<file path="config.mk">
export PLATFORM = sky130hd
export DESIGN_NAME = pwm_multi_flat
export DESIGN_NICKNAME = d
export VERILOG_FILES = /design/src/rtl/pwm_multi_if.sv /design/src/rtl/pwm_multi.sv /design/src/flat_wrapper.sv
export SDC_FILE = /design/constraint.sdc
export NUM_CORES = 1
export LEC_CHECK = 0
export BUFFER_PORTS_ARGS = -buffer_cell sky130_fd_sc_hd__buf_2
export CORE_UTILIZATION = 55
export CTS_BUF_LIST = sky130_fd_sc_hd__clkbuf_16
export DETAILED_ROUTE_END_ITERATION = 8
export MAX_ROUTING_LAYER = met4
export PLACE_DENSITY = 0.83
export SLEW_MARGIN = 20
export SYNTH_ARGS = -nofsm -noshare
export SYNTH_HDL_FRONTEND = slang
export SYNTH_SLANG_ARGS = --single-unit
</file>
<file path="constraint.sdc">
create_clock -name clk -period 4.9 [get_ports clk]
set_clock_uncertainty 0.2 [all_clocks]
set_input_delay 0.735 -clock clk [delete_from_list [all_inputs] [get_ports clk]]
set_output_delay 0.735 -clock clk [all_outputs]
set_load 0.05 [all_outputs]
</file>
<file path="src/rtl/pwm_multi_if.sv">
// pwm_multi_if: control/config inputs and PWM status outputs of pwm_multi
interface pwm_multi_if #(parameter int NCH = 4, parameter int WIDTH = 8, parameter int PRESC_W = 8);
  logic en;
  logic [PRESC_W-1:0] prescale;
  logic [WIDTH-1:0] period;
  logic [NCH*WIDTH-1:0] duty;
  logic center;
  logic [NCH-1:0] inv;
  logic cfg_load;
  logic [NCH-1:0] pwm_out;
  logic period_end;
  logic upd_pending;
  modport master(output en, prescale, period, duty, center, inv, cfg_load,
                 input pwm_out, period_end, upd_pending);
  modport slave(input en, prescale, period, duty, center, inv, cfg_load,
                output pwm_out, period_end, upd_pending);
endinterface

</file>
<file path="src/rtl/pwm_multi.sv">
// pwm_multi: shared prescaled counter, NCH compare channels, shadowed period/duty/mode
module pwm_multi #(parameter int NCH = 4, parameter int WIDTH = 8, parameter int PRESC_W = 8) (
  input logic clk,
  input logic rst_n,
  pwm_multi_if.slave bus
);
  typedef enum logic {UP, DOWN} dir_t;
  logic [PRESC_W-1:0] r_psc;
  logic [WIDTH-1:0] r_cnt, r_per, r_sh_per;
  logic [NCH*WIDTH-1:0] r_duty, r_sh_duty;
  logic r_ctr, r_sh_ctr, r_pend, r_pe;
  logic [NCH-1:0] r_out;
  dir_t r_dir;
  logic w_tick, w_bnd, w_direct, w_commit;
  logic [NCH-1:0] w_raw;
  assign w_tick = bus.en && r_psc == bus.prescale;
  // center mode with P=0 never leaves cnt=0, so every tick is a boundary
  assign w_bnd = w_tick && (r_ctr ? r_cnt == '0 && (r_dir == DOWN || r_per == '0) : r_cnt == r_per);
  assign w_direct = bus.cfg_load && (w_bnd || !bus.en);
  assign w_commit = w_bnd && (bus.cfg_load || r_pend);
  for (genvar i = 0; i < NCH; i++) begin : g_cmp
    assign w_raw[i] = r_cnt < r_duty[i*WIDTH +: WIDTH];
  end
  assign bus.pwm_out = r_out;
  assign bus.period_end = r_pe;
  assign bus.upd_pending = r_pend;
  always_ff @(posedge clk) begin
    if (!rst_n) begin
      r_psc <= '0;
      r_cnt <= '0;
      r_dir <= UP;
      r_per <= '0;
      r_sh_per <= '0;
      r_duty <= '0;
      r_sh_duty <= '0;
      r_ctr <= 1'b0;
      r_sh_ctr <= 1'b0;
      r_pend <= 1'b0;
      r_pe <= 1'b0;
      r_out <= '0;
    end else begin
      r_pe <= w_bnd;
      r_out <= bus.en ? w_raw ^ bus.inv : bus.inv;
      if (bus.cfg_load) begin
        r_sh_per <= bus.period;
        r_sh_duty <= bus.duty;
        r_sh_ctr <= bus.center;
      end
      if (w_direct) begin
        r_per <= bus.period;
        r_duty <= bus.duty;
        r_ctr <= bus.center;
        r_pend <= 1'b0;
      end else if (bus.cfg_load) begin
        r_pend <= 1'b1;
      end else if (w_commit) begin
        r_per <= r_sh_per;
        r_duty <= r_sh_duty;
        r_ctr <= r_sh_ctr;
        r_pend <= 1'b0;
      end
      if (!bus.en) begin
        r_psc <= '0;
        r_cnt <= '0;
        r_dir <= UP;
      end else begin
        r_psc <= w_tick ? '0 : r_psc + 1'b1;
        if (w_commit) begin
          r_cnt <= '0;
          r_dir <= UP;
        end else if (w_tick) begin
          if (!r_ctr) begin
            r_cnt <= r_cnt == r_per ? '0 : r_cnt + 1'b1;
          end else if (r_per == '0) begin
            r_cnt <= '0;
            r_dir <= UP;
          end else if (r_dir == UP) begin
            r_dir <= r_cnt >= r_per ? DOWN : UP;
            r_cnt <= r_cnt >= r_per ? r_cnt - 1'b1 : r_cnt + 1'b1;
          end else begin
            r_dir <= r_cnt == '0 ? UP : DOWN;
            r_cnt <= r_cnt == '0 ? WIDTH'(1) : r_cnt - 1'b1;
          end
        end
      end
    end
  end
endmodule

</file>
<file path="src/flat_wrapper.sv">
// flat-port wrapper written by rule: the top's interface ports become plain ports
module pwm_multi_flat 
#(parameter int NCH = 4, parameter int WIDTH = 8, parameter int PRESC_W = 8)
  (clk, rst_n, bus_en, bus_prescale, bus_period, bus_duty, bus_center, bus_inv, bus_cfg_load, bus_pwm_out, bus_period_end, bus_upd_pending);
  pwm_multi_if #(.NCH(NCH), .WIDTH(WIDTH), .PRESC_W(PRESC_W)) bus_i ();
  input logic clk;
  input logic rst_n;
  input wire logic [$bits(bus_i.en)-1:0] bus_en;
  input wire logic [$bits(bus_i.prescale)-1:0] bus_prescale;
  input wire logic [$bits(bus_i.period)-1:0] bus_period;
  input wire logic [$bits(bus_i.duty)-1:0] bus_duty;
  input wire logic [$bits(bus_i.center)-1:0] bus_center;
  input wire logic [$bits(bus_i.inv)-1:0] bus_inv;
  input wire logic [$bits(bus_i.cfg_load)-1:0] bus_cfg_load;
  output wire logic [$bits(bus_i.pwm_out)-1:0] bus_pwm_out;
  output wire logic [$bits(bus_i.period_end)-1:0] bus_period_end;
  output wire logic [$bits(bus_i.upd_pending)-1:0] bus_upd_pending;
  assign bus_i.en = bus_en;
  assign bus_i.prescale = bus_prescale;
  assign bus_i.period = bus_period;
  assign bus_i.duty = bus_duty;
  assign bus_i.center = bus_center;
  assign bus_i.inv = bus_inv;
  assign bus_i.cfg_load = bus_cfg_load;
  assign bus_pwm_out = bus_i.pwm_out;
  assign bus_period_end = bus_i.period_end;
  assign bus_upd_pending = bus_i.upd_pending;
  pwm_multi #(.NCH(NCH), .WIDTH(WIDTH), .PRESC_W(PRESC_W)) u_core (.clk(clk), .rst_n(rst_n), .bus(bus_i));
endmodule
</file>
==> results of run 1 <==
-- where the power goes --
part           switching, mW  total (mW)  internal, mW
logic                  0.150       0.269         0.119
registers             0.0325       0.938         0.905
clock network          0.316       0.811         0.495
total                  0.499        2.02          1.52
-- state kept, by name (all words and copies together), names as in the netlist, 4 cells and up --
signal,flops
u_core.r_per,8
u_core.r_cnt,8
u_core.r_sh_per,8
u_core.bus.pwm_out,4
u_core.r_psc,8
u_core.r_sh_duty,32
u_core.r_duty,32
-- kinds of logic after synthesis --
kind of cell / synth area share, %
xor+xnor: 3.32
fa+ha+maj: 8.62
mux: 9.51
buf+inv: 6.42
simple gates: 16.7
compound gates: 19.3
flops: 36.2
-- worst reg2reg max path, stage by stage, from the launching register on --
cell	delay [ps]
dfxtp_1	750
ha_1	360
nand4_1	120
nor2_1	70
or2_2	320
and3b_4	220
o21a_2	420
nor3b_4	300
buf_4	360
o2bb2ai_1	190
-- cell usage after synthesis (2+ instances only) --
cell       instances
a211oi_1           5
a21o_1             5
a21oi_1           89
a221oi_1           5
a32oi_1            2
and2_1             5
and3_1             3
buf_1              2
buf_2              7
buf_4              3
buf_6              3
clkbuf_1          22
dfxtp_1          105
ha_1              40
inv_1             51
mux2i_1           54
nand2_1           22
nand2b_1          39
nand3_1           15
nand4_1            4
nor2_1            19
nor2b_1           41
nor3_1             5
nor4_1             4
o211ai_1           2
o21ai_0           29
o21ai_1            2
o2bb2ai_1         18
o2bb2ai_2         10
o32ai_1            2
or2_2              3
xnor2_1           12
xor2_1            10
-- cell usage in the layout (no fill, tap or decap), types with 18 or more instances in the layout --
| cell type | instances |
|---|---|
| nor2_1 | 19 |
| buf_2 | 62 |
| nand2_1 | 22 |
| ha_1 | 40 |
| nor2b_1 | 41 |
| o21ai_0 | 29 |
| inv_1 | 51 |
| mux2i_1 | 54 |
| dfxtp_1 | 105 |
| o2bb2ai_1 | 18 |
| nand2b_1 | 39 |
| a21oi_1 | 89 |
-- final timing paths --
kind | from | end | depth (start not counted)
max | u_core.r_cnt[4]$_SDFFE_PP0P_ | u_core.r_per[1]$_SDFFE_PN0P_ | 9
min | u_core.r_duty[10]$_SDFFE_PN0P_ | u_core.r_duty[10]$_SDFFE_PN0P_ | 1
max reg2reg | u_core.r_cnt[4]$_SDFFE_PP0P_ | u_core.r_per[1]$_SDFFE_PN0P_ | 9
min reg2reg | u_core.r_duty[10]$_SDFFE_PN0P_ | u_core.r_duty[10]$_SDFFE_PN0P_ | 1
-- cell type report --
cell class	instances	area share (%)
repair buffers	68	5.48
clock inverters	6	1.66
clock buffers	9	3.47
well taps	136	2.62
flip-flops and latches	105	32.4
inverters	51	2.95
multi-input cells	459	51.4
-- through the flow --
| step | instances | hold slack, ps | area [um2] | total power, mW | utilization [%] |
|---|---|---|---|---|---|
| 2_1_floorplan | 652 | 232 | 5800 | 1.15 | - |
| 3_5_place_dp | 819 | 248 | 6150 | 1.22 | 59.9 |
| 3_3_place_gp | 819 | 249 | 6150 | 1.21 | 59.8 |
| 4_1_cts | 834 | 270 | 6490 | 2.03 | 63.1 |
| 5_1_grt | 834 | 287 | 6490 | 2.10 | 63.1 |
| 6_report | 834 | 269 | 6490 | 2.02 | 63.1 |
-- routing by layer --
metal  part of all wire (%)  up-vias  GRT usage (%)
li1                       -     2355              -
met1                     46     2180           30.6
met2                     47      134           40.7
met3                    4.7       30           4.12
met4                    2.7        0           10.7
met5                      0        -              -
==> results_dict.tcl, run 1 <==
set metrics [dict create \
    status "completed" \
    drt_wl_total_um 12500 \
    die_x_um 105 \
    num-nets-final 791 \
    cp-start-kind "flip-flop" \
    critPathKind "flip-flop to flip-flop" \
    synth_seq_area_share_pct 36.2 \
    dr.first_iter.drc_count 255 \
    cts_tree "done" \
    ys_types 47 \
    cp_top_family "simple AND/OR/NAND/NOR gates" \
    drc_errors 0 \
    synth_edf_count 0 \
    critical_path_arrival_ps 3450 \
    antenna_left 0 \
    power_density_nw_per_um2 311 \
    grt_pass1_wl_um 21600 \
    dp_hpwl_um 8540 \
    ctsResizeCount 0 \
    leakagePower_nw 2.66 \
    fin_crit_ps 3380 \
    multi_input_comb_area_um2 3330 \
    portBuffers 62 \
    antenna_cells 0 \
    synthToLayoutAreaGrowth_pct 11.7 \
    antenna_found_initial 0 \
    syn_area_um2 5800 \
    end_kind "flip-flop" \
    grt_pass1_vias 4651 \
    yosysWarnings 0 \
    detail_route.wl_per_cell_um 15.0 \
    regArea_um2 2100 \
    fillCellCount 877 \
    ir_drop_mv 0.235 \
    synthCells 652 \
    syn_avg_cell_area_um2 8.90 \
    grt_overflow 0 \
    drive_gt1_share_pct 14.8 \
    track_usage_pct 25.0 \
    clock_sinks 105 \
    syn_nets 749 \
    htree_levels 3 \
    place.gp.congestion 0.920 \
    max_freq_mhz 296 \
    die_area_um2 11000 \
    synth_top_area_cell "dfxtp_1" \
    drt_first_pass_iters 4 \
    io_pins 63 \
    clock_path_buffers 2 \
    start_util_pct 56.5 \
    path_buf_inv 1 \
    setup_viol 0 \
    clkLatencyLatePin_ps 350 \
    post-cts-setup-buffers 0 \
    vias 4699 \
    synthTopCellsByArea "dfxtp_1 (36%), mux2i_1 (9.3%), ha_1 (8.6%)" \
    required_ps 4970 \
    clk_pin_slew_ps 70 \
    cts_made_buffers 9 \
    worstMarginPinSlew_ps 790 \
    finalHoldViolations 0 \
    cts-root-buf "clkbuf_16" \
    synthDominantCellAreaShare_pct 36.2 \
    core_um2 10300 \
    synth-seq-cells 105 \
    crit_slowest_cell "dfxtp_1" \
    drv_cap 0 \
    cp_max_fo 30 \
    slew-limit-headroom_pct 47.3 \
    finalWorstSetupSlack_ps 1520 \
    rsz0062_at_grt "no" \
    die_h_um 105 \
    grt_max_degree 52 \
    fin_crit_sh_pct 69.0 \
    setup-tns-final_ps 0 \
    dp_slack_ps 1400 \
    drv_slew 0 \
    hp-class "flip-flop to flip-flop" \
    synthArstFlopShare_pct 0 \
    slowest_delay_ps 750 \
    placementRows 37 \
    synth_flop_cell "dfxtp_1" \
    viasPerCell 5.63 \
    cts_hold_buf 0 \
    reg2reg_setup_slack_ps 1520 \
    crit_chain "ha_1, nand4_1, nor2_1, or2_2, and3b_4, o21a_2, nor3b_4, buf_4, o2bb2ai_1" \
]
(Power assumes the default switching activity.)
==> run 2, diff against run 1 <==
- ABC_AREA: default -> 1
- clock period: 4.9 -> 3.5 ns (I/O delays scaled with it)
==> run 2 against run 1 <==
  * Combinational power increased by 49%
  * Cell area increased by 2.8%
  * Final cell count increased by 29%
  * Clock-buffer cell count unchanged
  * Core utilization increased by 1.2 points
  * Non-clock buffer count increased by 12
  * Fmax increased by 14%
  * Synthesized area increased by 1.9%
  * Critical endpoint is now u_core.r_duty[5]$_SDFFE_PN0P_
  * Largest power group unchanged
==> results_dict.tcl, run 2 <==
set metrics [dict create \
    status "completed" \
    viasPerCell 5.21 \
    power_density_nw_per_um2 419 \
    whs_ps 211 \
    yosysWarnings 0 \
    antenna_found_initial 0 \
    cts_made_buffers 9 \
    syn_area_um2 5910 \
    detail_route.wl_per_cell_um 12.8 \
    grt_pass1_wl_um 23500 \
    rsz0062_at_grt "no" \
    io_pins 63 \
    drc_errors 0 \
    portBuffers 62 \
    synth.most_common_cell "nand2_1" \
    setup_viol 0 \
    dp_slack_ps 594 \
    slew-limit-headroom_pct 41.2 \
    pwr-share-seq_pct 47.0 \
    synth-seq-cells 105 \
    fin_crit_sh_pct 84.6 \
    synthTopCellsByCount "nand2_1 (242), dfxtp_1 (105), nor2_1 (104), nand3_1 (95), inv_1 (91)" \
    drt_wl_total_um 13800 \
    fin_cells 1075 \
    finalHoldViolations 0 \
    fin_crit_ps 2960 \
    required_ps 3540 \
    synth_seq_area_share_pct 35.5 \
    drv_cap 0 \
    end_kind "flip-flop" \
    grt_max_degree 69 \
    finalWorstSetupSlack_ps 540 \
    dpl.cell_count 1060 \
    grt_overflow 0 \
    power_mw 2.79 \
    cp_max_fo 23 \
    track_usage_pct 26.9 \
    die_area_um2 11200 \
    core_um2 10400 \
    synth_flop_cell "dfxtp_1" \
    clkLatencyLatePin_ps 350 \
    post-cts-setup-buffers 0 \
    hp-class "input port to flip-flop" \
    ctsResizeCount 0 \
    synthToLayoutAreaGrowth_pct 12.7 \
    synthTopCellsByArea "dfxtp_1 (36%), nand2_1 (15%), ha_1 (8.5%)" \
    worstMarginPinSlew_ps 877 \
    drv_slew 0 \
    synth_edf_count 0 \
    p_sw_share_pct 27.0 \
    antenna_cells 0 \
    final_common_cell "nand2_1" \
    synthCells 886 \
    synthArstFlopShare_pct 0 \
    cts_hold_buf 0 \
    leakagePower_nw 3.43 \
    clock_path_buffers 2 \
    grt_pass1_vias 4973 \
    max_freq_mhz 338 \
    critPathKind "flip-flop to flip-flop" \
    syn_avg_cell_area_um2 6.68 \
    place.gp.congestion 0.935 \
    antenna_left 0 \
    cp-start-kind "flip-flop" \
    start_util_pct 57.0 \
    placementRows 37 \
    clkPwrFrac_pct 38.6 \
    clk_pin_slew_ps 70 \
    pwr-share-comb_pct 14.3 \
    drt_first_pass_iters 7 \
    die_x_um 106 \
    clock_sinks 105 \
    reg_top3 "u_core.r_duty x32, u_core.r_sh_duty x32" \
    dp_hpwl_um 9690 \
    drive_gt1_share_pct 11.5 \
    setup-tns-final_ps 0 \
    layout_common_cells "nand2_1 (242), dfxtp_1 (105), nor2_1 (104)" \
    switching_power_mw 0.753 \
    cts-root-buf "clkbuf_16" \
    ys_types 30 \
    syn_nets 983 \
    die_h_um 106 \
    critical_path_arrival_ps 3000 \
    dr.first_iter.drc_count 294 \
    cts_tree "done" \
    htree_levels 3 \
    num-nets-final 1032 \
    intPower_mw 2.04 \
    ir_drop_mv 0.355 \
    synth_top_area_cell "dfxtp_1" \
    synthDominantCellAreaShare_pct 35.5 \
    vias 5600 \
]
[run 2: final cells by class]
class                           instances  area [um2]
Multi-Input combinational cell        644        3250
Inverter                               95         357
Tap cell                              136         170
Timing Repair Buffer                   80         470
Clock buffer                            9         225
Clock inverter                          6        91.3
Fill cell                             921        3700
Sequential cell                       105        2100
[run 2: kinds of logic after synthesis]
family	synth area share (%)
compound gates	10.2
fa+ha+maj	8.46
simple gates	34.0
flops	35.5
xor+xnor	2.22
buf+inv	9.50
[run 2: metrics by stage]
step	cell area [um2]	utilization, %
2_1_floorplan	5910	-
3_3_place_gp	6350	61.2
3_5_place_dp	6350	61.2
4_1_cts	6670	64.3
5_1_grt	6670	64.3
6_report	6670	64.3
[run 2: critical path, stage by stage (launching register included)]
cell	delay [ps]
dfxtp_1	360
inv_1	50
ha_1	290
nand2_1	70
nor2_1	180
a21oi_1	180
nor3_2	760
nand3_1	150
nand2_1	120
inv_2	160
buf_12	200
nand3_1	70
nand2_1	60
[run 2: power by group through the flow]
stage          clock network, mW  logic, mW  registers (mW)
2_1_floorplan                  0      0.273            1.35
3_3_place_gp                   0      0.388            1.34
3_5_place_dp                   0      0.396            1.34
4_1_cts                     1.10      0.399            1.31
5_1_grt                     1.14      0.464            1.32
6_report                    1.08      0.400            1.31
[run 2: final timing paths]
check                                              startpoint                                to  slack, ps  depth (start not counted)
worst min-delay path                               bus_inv[0]  u_core.bus.pwm_out[0]$_SDFF_PN0_        210                          3
worst max register to register   u_core.r_per[7]$_SDFFE_PN0P_     u_core.r_duty[5]$_SDFFE_PN0P_        540                         12
worst min register to register  u_core.r_duty[1]$_SDFFE_PN0P_     u_core.r_duty[1]$_SDFFE_PN0P_        260                          2
worst max-delay path             u_core.r_per[7]$_SDFFE_PN0P_     u_core.r_duty[5]$_SDFFE_PN0P_        540                         12
[run 2: metal layers]
| layer | GRT usage, % | vias up | share of wire (%) |
|---|---|---|---|
| met5 | - | - | 0 |
| met4 | 9.03 | 0 | 2.4 |
| met3 | 4.82 | 32 | 6.6 |
| met2 | 42.7 | 202 | 45 |
| met1 | 34.7 | 2417 | 46 |
| li1 | - | 2949 | - |
==> run 3, diff against run 2 <==
- clock period: 3.5 -> 3.1 ns (I/O delays scaled with it)
==> run 3 against run 2 <==
  * Fmax rose by 15%
  * Die area did not move
  * Core utilization fell by 0.17 points
  * Clock-buffer cell count did not move
  * Routed wire length rose by 0.14%
  * Sequential share of layout area rose by 0.083 points
  * Sequential cell count did not move
  * Hold slack got worse by 60 ps
  * Critical path type unchanged
==> results_dict.tcl, run 3 (same netlist as run 2, synthesis figures left out) <==
set metrics [dict create \
    grt_pass1_wl_um 23400 \
    hp-class "input port to flip-flop" \
    num-nets-final 1035 \
    dpl.cell_count 1063 \
    cts_tree "done" \
    clock_path_buffers 2 \
    start_util_pct 57.0 \
    cts-root-buf "clkbuf_16" \
    whs_ps 151 \
    ir_drop_mv 0.269 \
    antenna_left 0 \
    portBuffers 62 \
    grt_overflow 0 \
    detail_route.wl_per_cell_um 12.8 \
    final_common_cell "nand2_1" \
    end_kind "flip-flop" \
    reg_top3 "u_core.r_duty x32, u_core.r_sh_duty x32" \
    clk_pin_slew_ps 80 \
    antenna_found_initial 0 \
    htree_levels 3 \
    layout_common_cells "nand2_1 (242), dfxtp_1 (105), nor2_1 (104)" \
    setup-tns-final_ps 0 \
    worstMarginPinSlew_ps 636 \
    dr.max_layer_used "met4" \
    leakagePower_nw 3.43 \
    clkLatencyLatePin_ps 350 \
    status "completed" \
    post-cts-setup-buffers 0 \
    cp-start-kind "flip-flop" \
    slew-limit-headroom_pct 57.6 \
    finalWorstSetupSlack_ps 523 \
    power_density_nw_per_um2 456 \
    fin_cells 1078 \
    drv_cap 0 \
    ctsResizeCount 0 \
    dr.first_iter.drc_count 374 \
    drc_errors 0 \
    dp_slack_ps 541 \
    track_usage_pct 26.6 \
    die_area_um2 11200 \
    fillCellCount 946 \
    grt_max_degree 51 \
    setup_viol 0 \
    required_ps 3200 \
    rsz0062_at_grt "no" \
    cts_made_buffers 9 \
    synthToLayoutAreaGrowth_pct 12.4 \
    placementRows 37 \
    cts_hold_buf 0 \
    die_x_um 106 \
    fin_crit_ps 2580 \
    critPathKind "flip-flop to flip-flop" \
    finalHoldViolations 0 \
    dp_hpwl_um 9700 \
    drt_first_pass_iters 5 \
    critical_path_arrival_ps 2670 \
    viasPerCell 5.21 \
    drt-met1-wl_um 6550 \
    routed-wl-met3_um 744 \
    antenna_cells 0 \
    io_pins 63 \
    max_freq_mhz 388 \
    drt_wl_total_um 13800 \
    place.gp.congestion 0.978 \
    grt_pass1_vias 4986 \
    die_h_um 106 \
    vias 5617 \
    power_mw 3.03 \
    drive_gt1_share_pct 11.9 \
    cp_max_fo 28 \
    wl_met2_um 6150 \
    fin_crit_sh_pct 83.1 \
    clock_sinks 105 \
    core_um2 10400 \
    drv_slew 0 \
]
==> run 3: cell count changes in the layout (fill, tap and decap cells not counted) <==
cell,delta
clkinvlp_4,-1
buf_4,+3
bufinv_16,-2
clkinv_2,+1
clkinv_1,-1
inv_6,+1
clkinv_4,+2
==> run 3: final timing paths <==
check | startpoint | to | slack, ps | cells after the start
setup / recovery | u_core.r_cnt[0]$_SDFFE_PP0P_ | u_core.r_duty[31]$_SDFFE_PN0P_ | 520 | 11
hold / removal | bus_inv[0] | u_core.bus.pwm_out[0]$_SDFF_PN0_ | 150 | 3
setup reg to reg | u_core.r_cnt[0]$_SDFFE_PP0P_ | u_core.r_duty[31]$_SDFFE_PN0P_ | 520 | 11
hold reg to reg | u_core.r_duty[6]$_SDFFE_PN0P_ | u_core.r_duty[6]$_SDFFE_PN0P_ | 270 | 2
==> run 3: metrics by stage <==
stage | area (um2) | util [%]
finish | 6650 | 64.1
global route | 6650 | 64.1
CTS | 6650 | 64.1
detailed placement | 6370 | 61.5
global placement | 6370 | 61.5
floorplan | 5910 | -
==> run 3: area by class of cell <==
| cell class | instances | area [um2] | share of cell area, % |
|---|---|---|---|
| Clock buffer | 9 | 225 | 3.39 |
| Clock inverter | 6 | 51.3 | 0.772 |
| Inverter | 95 | 357 | 5.36 |
| Multi-Input combinational cell | 644 | 3250 | 48.9 |
| Sequential cell | 105 | 2100 | 31.6 |
| Tap cell | 136 | 170 | 2.56 |
| Timing Repair Buffer | 83 | 493 | 7.41 |
==> run 3: per-layer routing <==
| metal | up-vias | GRT usage (%) |
|---|---|---|
| met5 | - | - |
| met4 | 0 | 9.23 |
| met3 | 31 | 4.27 |
| met2 | 164 | 40.3 |
| met1 | 2469 | 35.9 |
| li1 | 2953 | - |
==> run 3: power breakdown <==
group | leakage, nW | internal (mW) | switching (mW)
clock | 0.138 | 0.554 | 0.542
combinational | 2.43 | 0.161 | 0.294
sequential | 0.867 | 1.44 | 0.0474
total | 3.43 | 2.15 | 0.884
==> run 3: worst max-delay path, stage by stage, from the launching register on <==
cell	delay, ps
dfxtp_1	370
inv_1	130
ha_1	290
nand2_1	60
nor2_1	50
a21oi_1	300
inv_2	130
nand3_2	160
nand3_2	490
nand2_1	220
nand2_1	70
nand2_1	60
